File: config.mk
export PLATFORM = sky130hd
export DESIGN_NAME = sdram_arbiter
export DESIGN_NICKNAME = d
export VERILOG_FILES = /design/src/rtl/sdram_arbiter.sv
export SDC_FILE = /design/constraint.sdc
export NUM_CORES = 1
export LEC_CHECK = 0
export ABC_AREA = 1
export CORE_ASPECT_RATIO = 0.7
export CORE_MARGIN = 5
export CORE_UTILIZATION = 37
export DETAILED_ROUTE_END_ITERATION = 12
export PLACE_DENSITY = 0.78
export REMOVE_ABC_BUFFERS = 1
export SLEW_MARGIN = 5
export SYNTH_ARGS = -nofsm -noshare
export SYNTH_HDL_FRONTEND = slang
export SYNTH_SLANG_ARGS = --single-unit
export TNS_END_PERCENT = 10
File: constraint.sdc
create_clock -name clk -period 1.5 [get_ports clk]
set_input_delay 0.3 -clock clk [delete_from_list [all_inputs] [get_ports clk]]
set_output_delay 0.3 -clock clk [all_outputs]
set_load 0.005 [all_outputs]
File: src/rtl/sdram_arbiter.sv
// Two-port arbiter/sequencer in front of the single-port SDRAM controller.
// Port 0 is load/store, port 1 is instruction fetch; a watchdog aborts stuck transactions.
module sdram_arbiter #(
  parameter int unsigned RR      = 1,
  parameter int unsigned TIMEOUT = 63
) (
  input  logic        clk,
  input  logic        rst,
  input  logic        p0_req,
  input  logic        p0_we,
  input  logic [22:0] p0_addr,
  input  logic        p0_odd,
  input  logic [1:0]  p0_width,
  input  logic [31:0] p0_wdata,
  output logic        p0_done,
  input  logic        p1_req,
  input  logic        p1_we,
  input  logic [22:0] p1_addr,
  input  logic        p1_odd,
  input  logic [1:0]  p1_width,
  input  logic [31:0] p1_wdata,
  output logic        p1_done,
  output logic [31:0] rdata,
  output logic        busy,
  output logic        err,
  output logic        sd_enable,
  output logic [22:0] sd_addr,
  output logic        sd_odd,
  output logic        sd_write,
  output logic [1:0]  sd_width,
  output logic [31:0] sd_wdata,
  input  logic        sd_ready,
  input  logic [31:0] sd_rdata
);

  typedef enum logic [1:0] {IDLE, REQ, BUSY} state_e;

  localparam logic [5:0] TO = 6'(TIMEOUT);

  state_e      state_q, state_d;
  logic        enable_q, enable_d;
  logic [22:0] addr_q, addr_d;
  logic        odd_q, odd_d;
  logic        write_q, write_d;
  logic [1:0]  width_q, width_d;
  logic [31:0] wdata_q, wdata_d;
  logic [31:0] rdata_q, rdata_d;
  logic        done0_q, done0_d;
  logic        done1_q, done1_d;
  logic        err_q, err_d;
  logic [5:0]  cnt_q, cnt_d;
  logic        last_q, last_d;
  logic        gnt_q, gnt_d;
  logic        win;

  // Winning port index; only meaningful when at least one req is high.
  always_comb begin
    if (p0_req && p1_req) win = (RR != 0) ? ~last_q : 1'b0;
    else                  win = ~p0_req;
  end

  always_comb begin
    state_d  = state_q;
    enable_d = enable_q;
    addr_d   = addr_q;
    odd_d    = odd_q;
    write_d  = write_q;
    width_d  = width_q;
    wdata_d  = wdata_q;
    rdata_d  = rdata_q;
    done0_d  = 1'b0;
    done1_d  = 1'b0;
    err_d    = err_q;
    cnt_d    = cnt_q;
    last_d   = last_q;
    gnt_d    = gnt_q;
    case (state_q)
      IDLE: begin
        // The done check leaves a one-cycle bubble after every completion.
        if (sd_ready && (p0_req || p1_req) && !done0_q && !done1_q) begin
          addr_d   = win ? p1_addr  : p0_addr;
          odd_d    = win ? p1_odd   : p0_odd;
          write_d  = win ? p1_we    : p0_we;
          width_d  = win ? p1_width : p0_width;
          wdata_d  = win ? p1_wdata : p0_wdata;
          gnt_d    = win;
          last_d   = win;
          enable_d = 1'b1;
          cnt_d    = '0;
          state_d  = REQ;
        end
      end
      REQ, BUSY: begin
        cnt_d = cnt_q + 6'd1;
        if (state_q == BUSY && sd_ready) begin
          done0_d = ~gnt_q;
          done1_d = gnt_q;
          if (!write_q) rdata_d = sd_rdata;
          state_d = IDLE;
        end else if (cnt_d == TO) begin
          err_d    = 1'b1;
          enable_d = 1'b0;
          rdata_d  = '0;
          done0_d  = ~gnt_q;
          done1_d  = gnt_q;
          state_d  = IDLE;
        end else if (state_q == REQ && !sd_ready) begin
          enable_d = 1'b0;
          state_d  = BUSY;
        end
      end
      default: state_d = IDLE;
    endcase
  end

  always_ff @(posedge clk) begin
    if (rst) begin
      state_q  <= IDLE;
      enable_q <= 1'b0;
      addr_q   <= '0;
      odd_q    <= 1'b0;
      write_q  <= 1'b0;
      width_q  <= '0;
      wdata_q  <= '0;
      rdata_q  <= '0;
      done0_q  <= 1'b0;
      done1_q  <= 1'b0;
      err_q    <= 1'b0;
      cnt_q    <= '0;
      last_q   <= 1'b1;
      gnt_q    <= 1'b0;
    end else begin
      state_q  <= state_d;
      enable_q <= enable_d;
      addr_q   <= addr_d;
      odd_q    <= odd_d;
      write_q  <= write_d;
      width_q  <= width_d;
      wdata_q  <= wdata_d;
      rdata_q  <= rdata_d;
      done0_q  <= done0_d;
      done1_q  <= done1_d;
      err_q    <= err_d;
      cnt_q    <= cnt_d;
      last_q   <= last_d;
      gnt_q    <= gnt_d;
    end
  end

  assign p0_done   = done0_q;
  assign p1_done   = done1_q;
  assign rdata     = rdata_q;
  assign busy      = (state_q != IDLE);
  assign err       = err_q;
  assign sd_enable = enable_q;
  assign sd_addr   = addr_q;
  assign sd_odd    = odd_q;
  assign sd_write  = write_q;
  assign sd_width  = width_q;
  assign sd_wdata  = wdata_q;

endmodule

After elaboration in Yosys (flattened, before gate mapping):

Index checks and enable logic that the tools add are counted.

* add/subtract/negate cells: 1
* multipliers: 0
* divide/modulo/power cells: 0
* $lt $le $gt $ge: 0
* equality and inequality tests: 8
* shift operators: 0
* mux-type cells: 25
* bitwise gates (word level): 5
* reduce and logical (&&, ||, !) cells: 22

Operators by type and width (number)
* $mux 32: 4
* $mux 23: 1
* $pmux 6 s2: 1
* $mux 1: 11
* $mux 2: 5
* $add 6x1->6 const B: 1
* $eq 6x6->1 const B: 1
* $logic_and 1x1->1: 6
* $mux 6: 1
* $ne 2x2->1 const B: 3
* $reduce_and 2->1: 3
* $reduce_and 3->1: 2
* $reduce_bool 2->1: 3
* $not 1->1: 5
* $ne 4x4->1 const B: 1
* $pmux 2 s2: 1
* $reduce_and 4->1: 1
* $reduce_or 2->1: 2
* $logic_not 1->1: 3
* $ne 3x3->1 const B: 1
* $eq 2x1->1 const B: 1
* $eq 2x2->1 const B: 1
* $logic_not 2->1: 1
* $pmux 1 s2: 1
* $logic_or 1x1->1: 1

* flip-flop bits (word level): 105
* bits in latches: 0
* bits in writable memories: 0
* ROM bits: 0
* input bits: 155
* output and inout bits: 96
* word-level logic and storage cells: 75
* memories: 0

Depth between registers and ports, before layout:

* word-level depth: 6
* gate-level depth with buffers: 10
* mapped depth without buffers: 10

Least setup slack after synthesis:

OpenSTA, ideal clock, no wires.

* path type: reg-to-reg
* start: reg state_q[0]
* end: reg rdata_q[10] (netlist: rdata[10])
* setup time: 0.071 ns
* data arrival time: 1.614 ns
* slack: -0.185 ns
* stages on the path, launching flop included: 11
* buffers on the path: 1
* clock period less this slack: 1.685 ns
* cells stage by stage: dfxtp_1 inv_1 ha_1 nand2_1 clkinv_1 nor2_1 nand4_4 nand2_4 buf_12 nand3_2 a21oi_2

* cells in the longest elaborated chain, start to end: 4

RTL lines
* from (decl): line 40 `state_e state_q, state_d;`
* from (signal assigned): line 133 `state_q <= state_d;`
* $eq 2x2->1: line 77, 95
* $logic_and 1x1->1: line 95 `if (state_q == BUSY && sd_ready) begin`
* $ne 2x2->1 (no line) / $reduce_bool 2->1 (equally long branches)
* $reduce_and 3->1 (no line)
* to (signal assigned): line 140 `rdata_q <= rdata_d;`
* to (decl): line 47 `logic [31:0] rdata_q, rdata_d;`

Parallel ways exist; a longest one is shown, timed or not.
A chain may end at the register's enable or synchronous reset.

Final worst setup path:

* start: reg cnt_q[0]
* end: reg rdata_q[24] (netlist: rdata[24])

* cells in the longest elaborated chain, start to end: 4

RTL lines
* from (decl): line 51 `logic [5:0] cnt_q, cnt_d;`
* from (signal assigned): line 144 `cnt_q <= cnt_d;`
* $add 6x1->6: line 94 `cnt_d = cnt_q + 6'd1;`
* $eq 6x6->1: line 100 `end else if (cnt_d == TO) begin`
* $reduce_bool 2->1 (no line)
* $reduce_and 3->1 (no line)

No other way between the ends.

==> reports/qor.yml <==
run_status:
  status: "complete, but fails checks"
  violations: "negative setup slack"
grt:
  grt_max_degree: 57
  antenna_found_initial: 0
  grt_pass1_vias: 5168
  grt.overflow.total: 0
  grt_pass1_wl_um: 27320
  grtUsageTotal: 0.2125
power:
  peakVddDrop_mv: 0.5976
  power_density_nw_per_um2: 1064
  cellLeakagePower_nw: 3.997
clock_network:
  cts_max_path_buffers: 2
  cts_buffers: 9
  cts.sinks: 105
  cts_tree: "done"
  h-tree-depth: 3
  cts.clk_slew.worst_paths_ps: 70
  worstSkewPairLatency_ps: 340
  root_buffer: "clkbuf_16"
  ctsHoldBuffers: 0
layout:
  drive_above_1_share: 0.3422
  regArea_sq_um: 2128
  final_area_sq_um: 8987
  fillers: 1050
  nets: 1023
  syn_to_final_growth_pct: 80.61
  multi_input_comb_area_sq_um: 3013
  antenna-diode-count: 0
die:
  die-width_um: 148.6
  num_rows: 35
  num_io_pins: 251
  start_util: 0.3775
  die_area_sq_um: 15910
  core_sq_um: 13180
  die_height_um: 107.0
timing:
  slew_violations: 0
  fmax_ghz: 0.5921
  setup_slack_ps: -188.9
  slew_headroom: 0.8124
  tightestPinTransition_ps: 281.3
  setup_viol: 38
  hold_viol: 0
  tns_ps: -5643
  min_period_over_period: 1.126
  holdWs_ps: 429.3
  fin_crit_ps: 1689
  rsz0062_at_grt: "yes"
  finClkSkew_ps: 8.699
worst_hold_path:
  holdPathStages: 3
  worstHoldStart: "rst"
  hold_class: "input pin to flip-flop"
  min_to: "rdata[5]$_SDFFE_PP0P_"
setup_path:
  timing.rr.end: "rdata[24]$_SDFFE_PP0P_"
  crit_type: "flip-flop to flip-flop"
  path_max_fanout: 9
  worst-endpoint-required_ps: 1720
  worstSetupEndpointType: "flip-flop"
  reg2reg_from: "cnt_q[0]$_SDFFE_PP0P_"
  start_kind: "flip-flop"
  r2r_cells: 8
  cp.arrival_ps: 1910
  reg2reg_slack_ps: -190
synth:
  synth_warnings: 0
  synthArstFlopShare: 0
  synth_top_area_cell: "dfxtp_1"
  synthTopCellsByCount: "126 x nor2_1, 105 x dfxtp_1, 59 x o21ai_0"
  syn_inst: 579
  avgSynthCellArea_sq_um: 8.594
  yosys-top-cells-area: "dfxtp_1 42%, mux2_2 13%, nor2_1 9.5%, nand3_2 6.0%, o21ai_0 5.9%"
  synth_edf_count: 0
  synth.distinct_cells: 24
  synth_seq_cells: 105
  synth-seq-area-share: 0.4224
  yosysTopAreaCellShare: 0.4224
  synth.most_common_cell: "nor2_1"
  synth_ff_type: "dfxtp_1"
  netlist_area_sq_um: 4976
detailed_routing:
  drtIter0Drc: 297
  postRouteAntennaNets: 0
  routed_via_density: 4.926
  vias: 5187
  drt_wl_total_um: 18710
  drt-wirelength-per-cell_um: 17.77
  drt_first_pass_iters: 4
  post-route-drc-count: 0
placement:
  gp_congestion: 0.8265
  port_buffers: 250
  dp_hpwl_um: 12180
  dpl_cell_area_sq_um: 7958
run:
  maxCapViolCount: 0
metal layers:
layer,track usage,vias up,part of all wire
li1,-,2524,-
met1,0.2622,2441,0.42
met2,0.3647,204,0.49
met3,0.06929,18,0.076
met4,0.04219,0,0.012
met5,0,-,0
worst max-delay path, cell delays in order, from the launching register on:
cell,delay [ps]
dfxtp_4,390
ha_4,190
nand3_4,100
xnor2_4,230
nand4_4,170
buf_6,190
buf_12,150
nand3_1,90
a21oi_2,70
power by group:
part           internal (mW)  total, mW  switching, mW
Combinational           2.00       3.84           1.84
Sequential              3.23       3.46          0.231
Clock                   1.19       2.26           1.08
placed cells by master (no fill, tap or decap), types with 9 or more instances in the layout:
cell             count
nor2_1             112
buf_12              14
dfxtp_2             12
nand3_1              9
inv_1               12
dlymetal6s2s_1      32
a21oi_1             10
dlygate4sd2_1       64
clkbuf_16           12
a21oi_2             33
buf_4               36
mux2_2              56
dfxtp_1             90
clkdlybuf4s50_1    152
nor2_2              13
o21ai_0             58
nand2_1             26
nand3_2             60
worst max-delay path by stage:
stage | startpoint | end | slack [ps] | cells after the start
floorplan | p1_req | sd_addr[0]$_SDFFE_PP0P_ | -2220 | 5
global placement | p1_req | sd_addr[22]$_SDFFE_PP0P_ | -430 | 7
detailed placement | p1_req | sd_width[1]$_SDFFE_PP0P_ | -480 | 7
CTS | state_q[1]$_SDFFE_PP0P_ | rdata[24]$_SDFFE_PP0P_ | -170 | 10
global route | cnt_q[0]$_SDFFE_PP0P_ | rdata[24]$_SDFFE_PP0P_ | -240 | 10
finish | cnt_q[0]$_SDFFE_PP0P_ | rdata[24]$_SDFFE_PP0P_ | -190 | 8
through the flow:
step                total power, mW  setup slack [ps]    util  instances
global route                  10.09            -235.2  0.6818       1053
global placement              6.974            -427.8  0.6037       1012
finish                        9.559            -188.9  0.6818       1053
CTS                           9.492            -173.2  0.6482       1047
detailed placement            7.030            -475.4  0.6037       1012
floorplan                     4.838             -2220       -        538
final cells by class:
type / instances / area share
Inverter: 19 / 0.008910
Sequential cell: 105 / 0.2368
Clock buffer: 11 / 0.02701
Tap cell: 185 / 0.02576
Timing Repair Buffer: 314 / 0.3620
Clock inverter: 5 / 0.004316
Multi-Input combinational cell: 414 / 0.3352
state kept, by name, summed over array words and instances, names as in the netlist:
| register | count |
|---|---|
| state_q | 2 |
| p0_done | 1 |
| sd_addr | 23 |
| rdata | 32 |
| gnt_q | 1 |
| err | 1 |
| p1_done | 1 |
| sd_write | 1 |
| sd_odd | 1 |
| sd_enable | 1 |
| sd_width | 2 |
| cnt_q | 6 |
| last_q | 1 |
| sd_wdata | 32 |
repair_timing:
item / 4_1_cts / 5_1_grt
setup endpoints to repair: 163 / 136
pin swaps: 16 / 25
cloned: 2 / 5
resized for setup: 118 / 111
buffers inserted: 17 / 6
logic make-up (layout without fill, tap and decap cells):
family,after synthesis,count (layout),share of synthesized area
and+or+nand+nor,244,244,0.2419
AOI/OAI and AO/OA,106,106,0.1302
DFF,105,105,0.4224
buffers and inverters,60,349,0.05833
muxes,58,58,0.1313
adders and majority gates,5,5,0.01257
xor gates and xnor gates,1,1,0.003270
No activity file was read; power rests on OpenSTA's default activity.
